[config.mk]
export PLATFORM = sky130hd
export DESIGN_NAME = wfifo_wr_sched
export DESIGN_NICKNAME = d
export VERILOG_FILES = /design/src/rtl/wfifo_wr_sched.sv
export SDC_FILE = /design/constraint.sdc
export NUM_CORES = 1
export LEC_CHECK = 0
export BUFFER_PORTS_ARGS = -buffer_cell sky130_fd_sc_hd__buf_2
export CAP_MARGIN = 20
export CORE_UTILIZATION = 50
export CTS_BUF_LIST = sky130_fd_sc_hd__clkbuf_4
export DETAILED_ROUTE_END_ITERATION = 8
export PLACE_DENSITY = 0.8
export SLEW_MARGIN = 20
export SYNTH_ARGS = -nofsm -noshare
export SYNTH_HDL_FRONTEND = slang
export SYNTH_SLANG_ARGS = --single-unit
[constraint.sdc]
create_clock -name fifo_rd_clk -period 4.26 [get_ports fifo_rd_clk]
set_clock_uncertainty 0.15 [all_clocks]
set_input_delay 0.213 -clock fifo_rd_clk [delete_from_list [all_inputs] [get_ports fifo_rd_clk]]
set_output_delay 0.213 -clock fifo_rd_clk [all_outputs]
set_load 0.05 [all_outputs]
[src/rtl/wfifo_wr_sched.sv]
// Write-burst scheduler: drains the write FIFO in fixed-length SDRAM bursts,
// pads underrun beats with DQM, and walks burst addresses through a wrapping region.
module wfifo_wr_sched #(
  parameter int BURST_LEN = 8,
  parameter int ADDR_W    = 22,
  parameter int CNT_W     = 8
) (
  input  logic              fifo_rd_clk,
  input  logic              rst_n,
  input  logic              en,
  input  logic [ADDR_W-1:0] base_addr,
  input  logic [ADDR_W-1:0] end_addr,
  input  logic              ref_req,
  input  logic              fifo_empty,
  input  logic [15:0]       fifo_rd_data,
  output logic              fifo_rd_en,
  output logic              wr_req,
  input  logic              wr_ack,
  output logic [ADDR_W-1:0] wr_addr,
  output logic [15:0]       wr_data,
  output logic              wr_data_vld,
  output logic [1:0]        wr_dqm,
  output logic              wr_done,
  output logic              busy
);

  typedef enum logic [1:0] {IDLE, REQ, DATA, DONE} state_t;

  localparam logic [CNT_W-1:0] LAST_BEAT  = CNT_W'(BURST_LEN - 1);
  localparam logic [ADDR_W:0]  BURST_STEP = (ADDR_W + 1)'(BURST_LEN);

  state_t            state, state_nxt;
  logic [CNT_W-1:0]  beat_cnt, beat_cnt_nxt;
  logic [ADDR_W-1:0] addr_nxt;
  logic [ADDR_W:0]   addr_sum;
  logic              rd_issued;
  logic              last_beat;

  // One extra bit so a region ending near the top of the address space cannot alias.
  assign addr_sum  = {1'b0, wr_addr} + BURST_STEP;
  assign last_beat = (beat_cnt == LAST_BEAT);
  assign busy      = (state != IDLE);

  always_ff @(posedge fifo_rd_clk) begin
    if (!rst_n) begin
      state     <= IDLE;
      beat_cnt  <= '0;
      wr_addr   <= '0;
      rd_issued <= 1'b0;
    end else begin
      state     <= state_nxt;
      beat_cnt  <= beat_cnt_nxt;
      wr_addr   <= addr_nxt;
      rd_issued <= fifo_rd_en;
    end
  end

  always_comb begin
    state_nxt    = state;
    beat_cnt_nxt = beat_cnt;
    addr_nxt     = wr_addr;
    fifo_rd_en   = 1'b0;
    wr_req       = 1'b0;
    wr_data      = '0;
    wr_data_vld  = 1'b0;
    wr_dqm       = 2'b00;
    wr_done      = 1'b0;
    unique case (state)
      IDLE: begin
        if (!en)                          addr_nxt  = base_addr;
        else if (!fifo_empty && !ref_req) state_nxt = REQ;
      end
      REQ: begin
        wr_req = 1'b1;
        if (wr_ack) begin
          fifo_rd_en   = !fifo_empty;
          beat_cnt_nxt = '0;
          state_nxt    = DATA;
        end
      end
      DATA: begin
        wr_data_vld = 1'b1;
        // A beat carries data only if a read was launched the cycle before.
        if (rd_issued) wr_data = fifo_rd_data;
        else           wr_dqm  = 2'b11;
        fifo_rd_en   = !fifo_empty && !last_beat;
        beat_cnt_nxt = beat_cnt + CNT_W'(1);
        if (last_beat) state_nxt = DONE;
      end
      DONE: begin
        wr_done   = 1'b1;
        addr_nxt  = (addr_sum > {1'b0, end_addr}) ? base_addr : addr_sum[ADDR_W-1:0];
        state_nxt = IDLE;
      end
      default: state_nxt = IDLE;
    endcase
    // Nothing may be pulled from the FIFO in a cycle that is being reset.
    if (!rst_n) fifo_rd_en = 1'b0;
  end

endmodule

Yosys cells after proc, flatten, opt, wreduce, memory -nomap -nowiden

Cells that the tools add are included.

Order comparisons: 1
Add/sub/neg operators: 2
Muxes and demuxes: 20
Reductions and logical operators: 12
Equal/unequal tests: 9

Operators by type and width:

| kind                    | count |
|---|---|
| $mux W22                | 2 |
| $pmux W22 S2            | 1 |
| $mux W16                | 2 |
| $add A22 B4 Y23 const B | 1 |
| $gt A23 B22 Y1          | 1 |
| $pmux W8 S2             | 1 |
| $mux W2                 | 6 |
| $ne A2 B2 Y1 const B    | 5 |
| $add A8 B1 Y8 const B   | 1 |
| $eq A8 B3 Y1 const B    | 1 |
| $mux W8                 | 1 |
| $pmux W2 S4             | 1 |
| $reduce_bool A2 Y1      | 3 |
| $mux W1                 | 5 |
| $eq A2 B2 Y1 const B    | 2 |
| $reduce_and A2 Y1       | 2 |
| $reduce_and A4 Y1       | 1 |
| $logic_not A1 Y1        | 3 |
| $eq A2 B1 Y1 const B    | 1 |
| $logic_and A1 B1 Y1     | 2 |
| $logic_not A2 Y1        | 1 |
| $pmux W1 S2             | 1 |

Word-level logic and storage cells: 48
Bits in registers: 33
Input port bits: 66
Output and inout port bits: 45

Depth between registers and ports, before layout

Gate-level depths: netlist of run 1.

Word-level depth: 5
Depth in mapped cells: 14
Mapped depth without buffers: 12

Worst setup path before layout of run 1

No wires, ideal clock.

Kind: register to register
Start: reg wr_addr[3]
End: reg wr_addr[4]
Cell stages (with the launch flop): 14
Path slack: 736 ps
Arrival time: 3,300 ps
Clock period less this slack: 3,524 ps
Buffers on the path: 1
Cell sequence: dfxtp_1 -> ha_1 -> nand3_1 -> nor3_1 -> nand3_1 -> xnor2_1 -> ha_1 -> nand3_1 -> nor2_1 -> nand2b_1 -> a21oi_1 -> clkbuf_1 -> o21ai_0 -> a31oi_1

Word-level cells in the longest chain between the ends: 4

RTL lines:

| item                   | RTL line | RTL |
|---|---|---|
| from (decl)            | 19       | `output logic [ADDR_W-1:0] wr_addr,` |
| from (signal assigned) | 53       | `wr_addr <= addr_nxt;` |
| $add A22 B4 Y23 *      | 40       | `assign addr_sum = {1'b0, wr_addr} + BURST_STEP;` |
| $gt A23 B22 Y1         | 92       | `addr_nxt = (addr_sum > {1'b0, end_addr}) ? base_addr : addr_sum[ADDR_W-1:0];` |
| $mux W22 *             | 92       |  |
| $pmux W22 S2 *         | 68       | `unique case (state)` |

Every way passes the cells marked *; elsewhere a longest branch is shown, timed or not.
A chain may end at the register's enable or synchronous reset.

Final worst setup path of run 1

Start: reg wr_addr[3]
End: reg wr_addr[14]

The elaborated chain is that of the path after synthesis.

==> results.cfg, run 1 <==
[place]
place_ws_ps = 730
place.gp.congestion = 0.848
post_dp_cell_area_um2 = 3400
numPortBuffers = 110
dp_hpwl_um = 5960

[timing]
rsz0062_at_grt = false
tightest_slew_ps = 744
hold_violations = 0
setup-tns-final_ps = 0
period_minus_slack_ps = 3720
finalWorstSetupSlack_ps = 536
fin_crit_sh_pct = 87.4
slew_headroom_pct = 50.4
setup_violations = 0
max_freq_ghz = 0.269
drv_slew = 0

[clocking]
post_cts_buffers = 0
clk_path_buf_depth = 2
clock_latency_ps = 350
cts_tree = done
cts_buffers = 5
ctsHoldBuffers = 5
post_cts_resized = 0
clk_pin_slew_ps = 120
htreeDepth = 2
cts_root_buffer = clkbuf_4
clock-sinks = 33

[detailed_routing]
wire_per_inst_um = 14.6
vias = 3051
finalWirelength_um = 7840
firstDrtPassIters = 5
drt_iter0_drc = 348
drc = 0
routed_via_density = 5.68
ant_nets = 0

[power]
ir_worst_vdd_v = 0.000291
p_leak_nw = 1.74
p_per_area_nw_per_um2 = 576

[floorplan]
design.portCount = 111
start_util_pct = 53.5
core-area_um2 = 5240
row_count = 26
dieArea_um2 = 5910
die_h_um = 76.9
die_w_um = 76.9

[final_layout]
n_antenna_cell = 0
final_area_um2 = 3530
n_fill_cell = 465
nets = 560
area_growth_syn_to_layout_pct = 25.9
drive_gt1_share_pct = 30.4

[worst_setup_path]
worstPathMaxFanout = 14
cp.depth = 11
cp-end-kind = flop
cp_data_arrival_time_ps = 3830
cp.buffers_inverters = 0
crit_family = simple AND/OR/NAND/NOR gates
crit_path_frequent_cell = ha_1
reg2reg_depth = 11
crit_start = wr_addr[3]
crit_chain = ha_1, nand3_1, nor3_1, xor2_1, ha_1, nand4_1, nor4_2, nand2b_1, a21o_1, a211oi_2, a2111oi_2
max_stage_delay_ps = 460
crit_path_top_delay_cell = dfxtp_1
reg2reg_from = wr_addr[3]
required_ps = 4370
critPathLaunchType = flop
criticalPathCategory = reg2reg

[logic_synthesis]
synth_area_leader_cell = dfxtp_1
synth_cell_types = 48
syn_area_per_cell_um2 = 7.88
ys.flop_type = dfxtp_1
postSynthNetCount = 450
synth_top_area_share_pct = 23.6
synth-seq-cells = 33
synth_top_cells_by_area = dfxtp_1, ha_1, nor2_1
synth_edf_count = 0
synth_area_um2 = 2800
yosys_warnings = 0
syn_inst = 356
synth-seq-area-share_pct = 23.6
synthArstFlopShare_pct = 0

[global_routing]
grt_pass1_wl_um = 13100
antenna_found_initial = 0
gr-total-overflow = 0
grt_pass1_vias = 2840
grt_start_max_net_pins = 25
track_usage_pct = 27.4

[worst_hold_path]
worstHoldPathCells = 3
worstHoldPathType = in2reg
hp-start = base_addr[3]

[flow_run]
drv_cap = 0

[status]
status = complete, no violations
==> cell families (layout without fill, tap and decap cells) <==
family,after synthesis,count (layout),synth area share (%)
and+or+nand+nor,151,151,28.6
AOI/OAI and AO/OA,66,66,19.2
buffers and inverters,51,162,7.59
DFF,33,33,23.6
adders and majority gates,28,28,12.5
xor gates and xnor gates,23,23,7.18
muxes,4,4,1.43
==> metal layers <==
metal	wire, µm	global-route usage [%]
met4	140	9.81
met3	482	6.07
met1	3580	35.8
met5	0	0
met2	3640	43.8
==> layout make-up <==
type	instances	area, µm²	area share [%]
clock inverter	3	41.3	1.17
sequential	33	661	18.7
clock buffer	5	37.5	1.06
multi-input combinational	272	1930	54.8
timing repair buffer	121	646	18.3
tap	70	87.6	2.48
inverter	33	124	3.51
==> cells in the final DEF (no fill, tap or decap), types with 2 or more instances in the layout <==
cell type,netlist,layout
buf_2,5,110
nor2_1,35,35
inv_1,33,33
dfxtp_1,33,33
ha_1,28,28
nand2_1,20,20
nor4_1,17,17
nand3_1,17,17
and3_1,17,17
xnor2_1,14,14
nor3_1,14,14
a211oi_1,10,10
nand2b_1,10,10
o21ai_0,10,10
a21oi_1,11,10
nand4_1,9,9
xor2_1,9,9
o221ai_2,8,8
buf_4,2,6
clkbuf_4,0,5
dlygate4sd3_1,0,5
a21o_1,4,4
mux2i_1,4,4
o21ai_1,3,3
o31ai_1,2,2
nor2b_1,2,2
o211ai_1,2,2
a221oi_1,2,2
a21boi_0,2,2
o31a_1,2,2
a211oi_2,2,2
a221o_1,2,2
a31oi_1,2,2
==> where the power goes <==
| group | internal (mW) | leakage (nW) | switching, mW |
|---|---|---|---|
| clock | 0.121 | 0.0389 | 0.121 |
| sequential | 0.399 | 0.272 | 0.128 |
| combinational | 0.397 | 1.43 | 0.868 |
| total | 0.917 | 1.74 | 1.12 |
==> synth_stat cells, types with 2 or more instances <==
cell,count
nor2_1,35
dfxtp_1,33
inv_1,33
ha_1,28
nand2_1,20
and3_1,17
nand3_1,17
nor4_1,17
nor3_1,14
xnor2_1,14
a21oi_1,11
a211oi_1,10
nand2b_1,10
o21ai_0,10
clkbuf_1,9
nand4_1,9
xor2_1,9
o221ai_2,8
buf_2,5
a21o_1,4
mux2i_1,4
o21ai_1,3
a211oi_2,2
a21boi_0,2
a221o_1,2
a221oi_1,2
a31oi_1,2
buf_4,2
nor2b_1,2
o211ai_1,2
o31a_1,2
o31ai_1,2
==> final timing paths <==
check / end / slack (ps)
max: wr_addr[14] / 540
min: wr_addr[3] / 0.5
max reg2reg: wr_addr[14] / 540
min reg2reg: wr_addr[1] / 340
==> through the flow <==
step	hold WS, ps	total power, mW	util, %	instances
3_5_place_dp	267	1.78	65.0	524
3_3_place_gp	266	1.75	65.0	524
5_1_grt	10.7	2.17	67.4	537
6_report	0.453	2.04	67.4	537
4_1_cts	6.59	2.02	67.4	537
2_1_floorplan	136	1.48	-	356
==> worst min-delay path: cells and delay by family <==
family / cells / cell delay (ps)
buffers and inverters: 1 / 100
AO/OA/AOI/OAI: 2 / 160
==> sequential cells by signal, summed over array words and instances, names as in the netlist <==
name / count
beat_cnt: 8
rd_issued: 1
state: 2
wr_addr: 22
Power figures use the tool's default switching activity.
==> inputs of run 2 (changes only) <==
Settings changed: CORE_UTILIZATION 50 to 51, GPL_ROUTABILITY_DRIVEN set to 0, PLACE_DENSITY 0.8 to 0.81.
==> results.cfg, run 2 (synthesis gave the netlist of run 1 again) <==
[power]
p_sw_mw = 1.12
p_per_area_nw_per_um2 = 575
seqPwrFrac_pct = 26.0
swShare_pct = 55.2
p_comb_share_pct = 61.6
p_int_mw = 0.914
ir_worst_vdd_v = 0.000326
p_leak_nw = 1.75
p_clk_share_pct = 12.5

[worst_setup_path]
criticalPathCategory = reg2reg
r2r_slack_ps = 440
crit_chain = ha_1, nand3_1, nor3_1, xor2_1, ha_1, nand4_1, nor4_2, o2bb2ai_2, nand2_2, o21ai_1, mux2i_1
crit_family = simple AND/OR/NAND/NOR gates
max_stage_delay_ps = 480
cp_data_arrival_time_ps = 3970
cp-end-kind = flop
cp.depth = 11
reg2reg_from = wr_addr[3]
crit_path_top_delay_cell = nor4_2
cp.buffers_inverters = 0
worstPathMaxFanout = 22
cp-endpoint = wr_addr[1]
crit_path_frequent_cell = ha_1
required_ps = 4410
critPathLaunchType = flop
reg2reg_depth = 11
crit-reg2reg-capture = wr_addr[1]
crit_start = wr_addr[3]

[detailed_routing]
drc = 0
ant_nets = 0
finalWirelength_um = 7720
vias = 3034
wire_per_inst_um = 14.4
firstDrtPassIters = 5
routed_via_density = 5.65
drt_iter0_drc = 144

[final_layout]
largest_register_ffs = 22
final_area_um2 = 3540
reg.largest.list = wr_addr: 22 flops, beat_cnt: 8 flops, state: 2 flops
drive_gt1_share_pct = 30.4
final_cell_mix = buf_2, nor2_1, inv_1, dfxtp_1, ha_1
area_growth_syn_to_layout_pct = 26.4
nets = 560
final_common_cell = buf_2
n_antenna_cell = 0
n_fill_cell = 470
fin_util_pct = 68.1
top_register = wr_addr

[global_routing]
gr-total-overflow = 0
grt_start_max_net_pins = 28
track_usage_pct = 26.9
grt_pass1_wl_um = 12900
antenna_found_initial = 0
grt_pass1_vias = 2847

[flow_run]
drv_cap = 0

[floorplan]
start_util_pct = 53.9
die_w_um = 76.1
core-area_um2 = 5200
row_count = 26
dieArea_um2 = 5800
die_h_um = 76.1
design.portCount = 111

[timing]
max_freq_ghz = 0.262
setup_violations = 0
slew_headroom_pct = 56.8
setup-tns-final_ps = 0
finalWorstSetupSlack_ps = 441
tightest_slew_ps = 648
rsz0062_at_grt = false
period_minus_slack_ps = 3820
fin_crit_sh_pct = 89.6
drv_slew = 0
hold_violations = 0

[clocking]
post_cts_buffers = 0
cts_buffers = 5
clk_pin_slew_ps = 120
cts_root_buffer = clkbuf_4
clock_latency_ps = 360
htreeDepth = 2
clk_path_buf_depth = 2
clock-sinks = 33
cts_tree = done

[worst_hold_path]
worstHoldPathCells = 3
worstHoldPathType = in2reg

[place]
numPortBuffers = 110
dp_hpwl_um = 5850
post_dp_cell_area_um2 = 3390
place_ws_ps = 587

[status]
status = complete, no violations
==> run 2: cell types whose count changed in the layout (fill, tap and decap cells not counted) <==
cell	previous run	this run
buf_4	6	4
clkinv_1	1	0
dlygate4sd3_1	5	7
a21oi_1	10	9
a21oi_2	1	2
clkinv_4	0	1
==> run 2: layer usage <==
layer	vias up	wire length (µm)	part of all wire [%]	GRT usage (%)
li1	1520	-	-	-
met2	103	3700	48	45.4
met1	1398	3470	45	33.7
met3	13	436	5.6	6.23
met4	0	118	1.5	9.23
met5	-	0	0	0
==> run 2: how the worst min path moves through the flow <==
stage                       start  slack, ps           to
floorplan              fifo_empty        140    rd_issued
finish              base_addr[13]         20  wr_addr[13]
CTS                 base_addr[13]         10  wr_addr[13]
detailed placement     fifo_empty        270    rd_issued
global route        base_addr[13]         40  wr_addr[13]
global placement       fifo_empty        260    rd_issued
==> run 2: stage by stage <==
stage / total power, mW / hold slack, ps / instances
after floorplan: 1.48 / 136 / 356
after detailed placement: 1.77 / 274 / 522
after global routing: 2.17 / 44.5 / 537
after global placement: 1.73 / 263 / 522
final: 2.04 / 20.3 / 537
after CTS: 2.03 / 10.5 / 537
==> run 2: worst reg2reg max path, delay by kind of cell, from the launching register on <==
family	cells	cell delay, ps
xor+xnor	1	140
fa+ha+maj	2	570
flops	1	460
simple gates	5	1540
mux	1	240
compound gates	2	660
==> run 2: timing repair <==
action                                  CTS  global route
hold endpoints to repair                  6             0
gates resized for setup                   0             0
hold buffers                              7             0
endpoints found under the setup margin    0             0
==> run 2: power by group through the flow <==
stage	combinational [mW]	sequential, mW	clock [mW]
floorplan	0.695	0.782	0
global placement	1.21	0.528	0
detailed placement	1.24	0.533	0
CTS	1.25	0.525	0.256
global route	1.36	0.543	0.271
finish	1.25	0.530	0.254
==> run 2: final cells by class <==
| cell class | count | area (µm²) | area share, % |
|---|---|---|---|
| clock buffer | 5 | 37.5 | 1.06 |
| clock inverter | 3 | 46.3 | 1.31 |
| inverter | 33 | 124 | 3.49 |
| multi-input combinational | 272 | 1940 | 54.7 |
| sequential | 33 | 661 | 18.6 |
| tap | 70 | 87.6 | 2.47 |
| timing repair buffer | 121 | 651 | 18.4 |
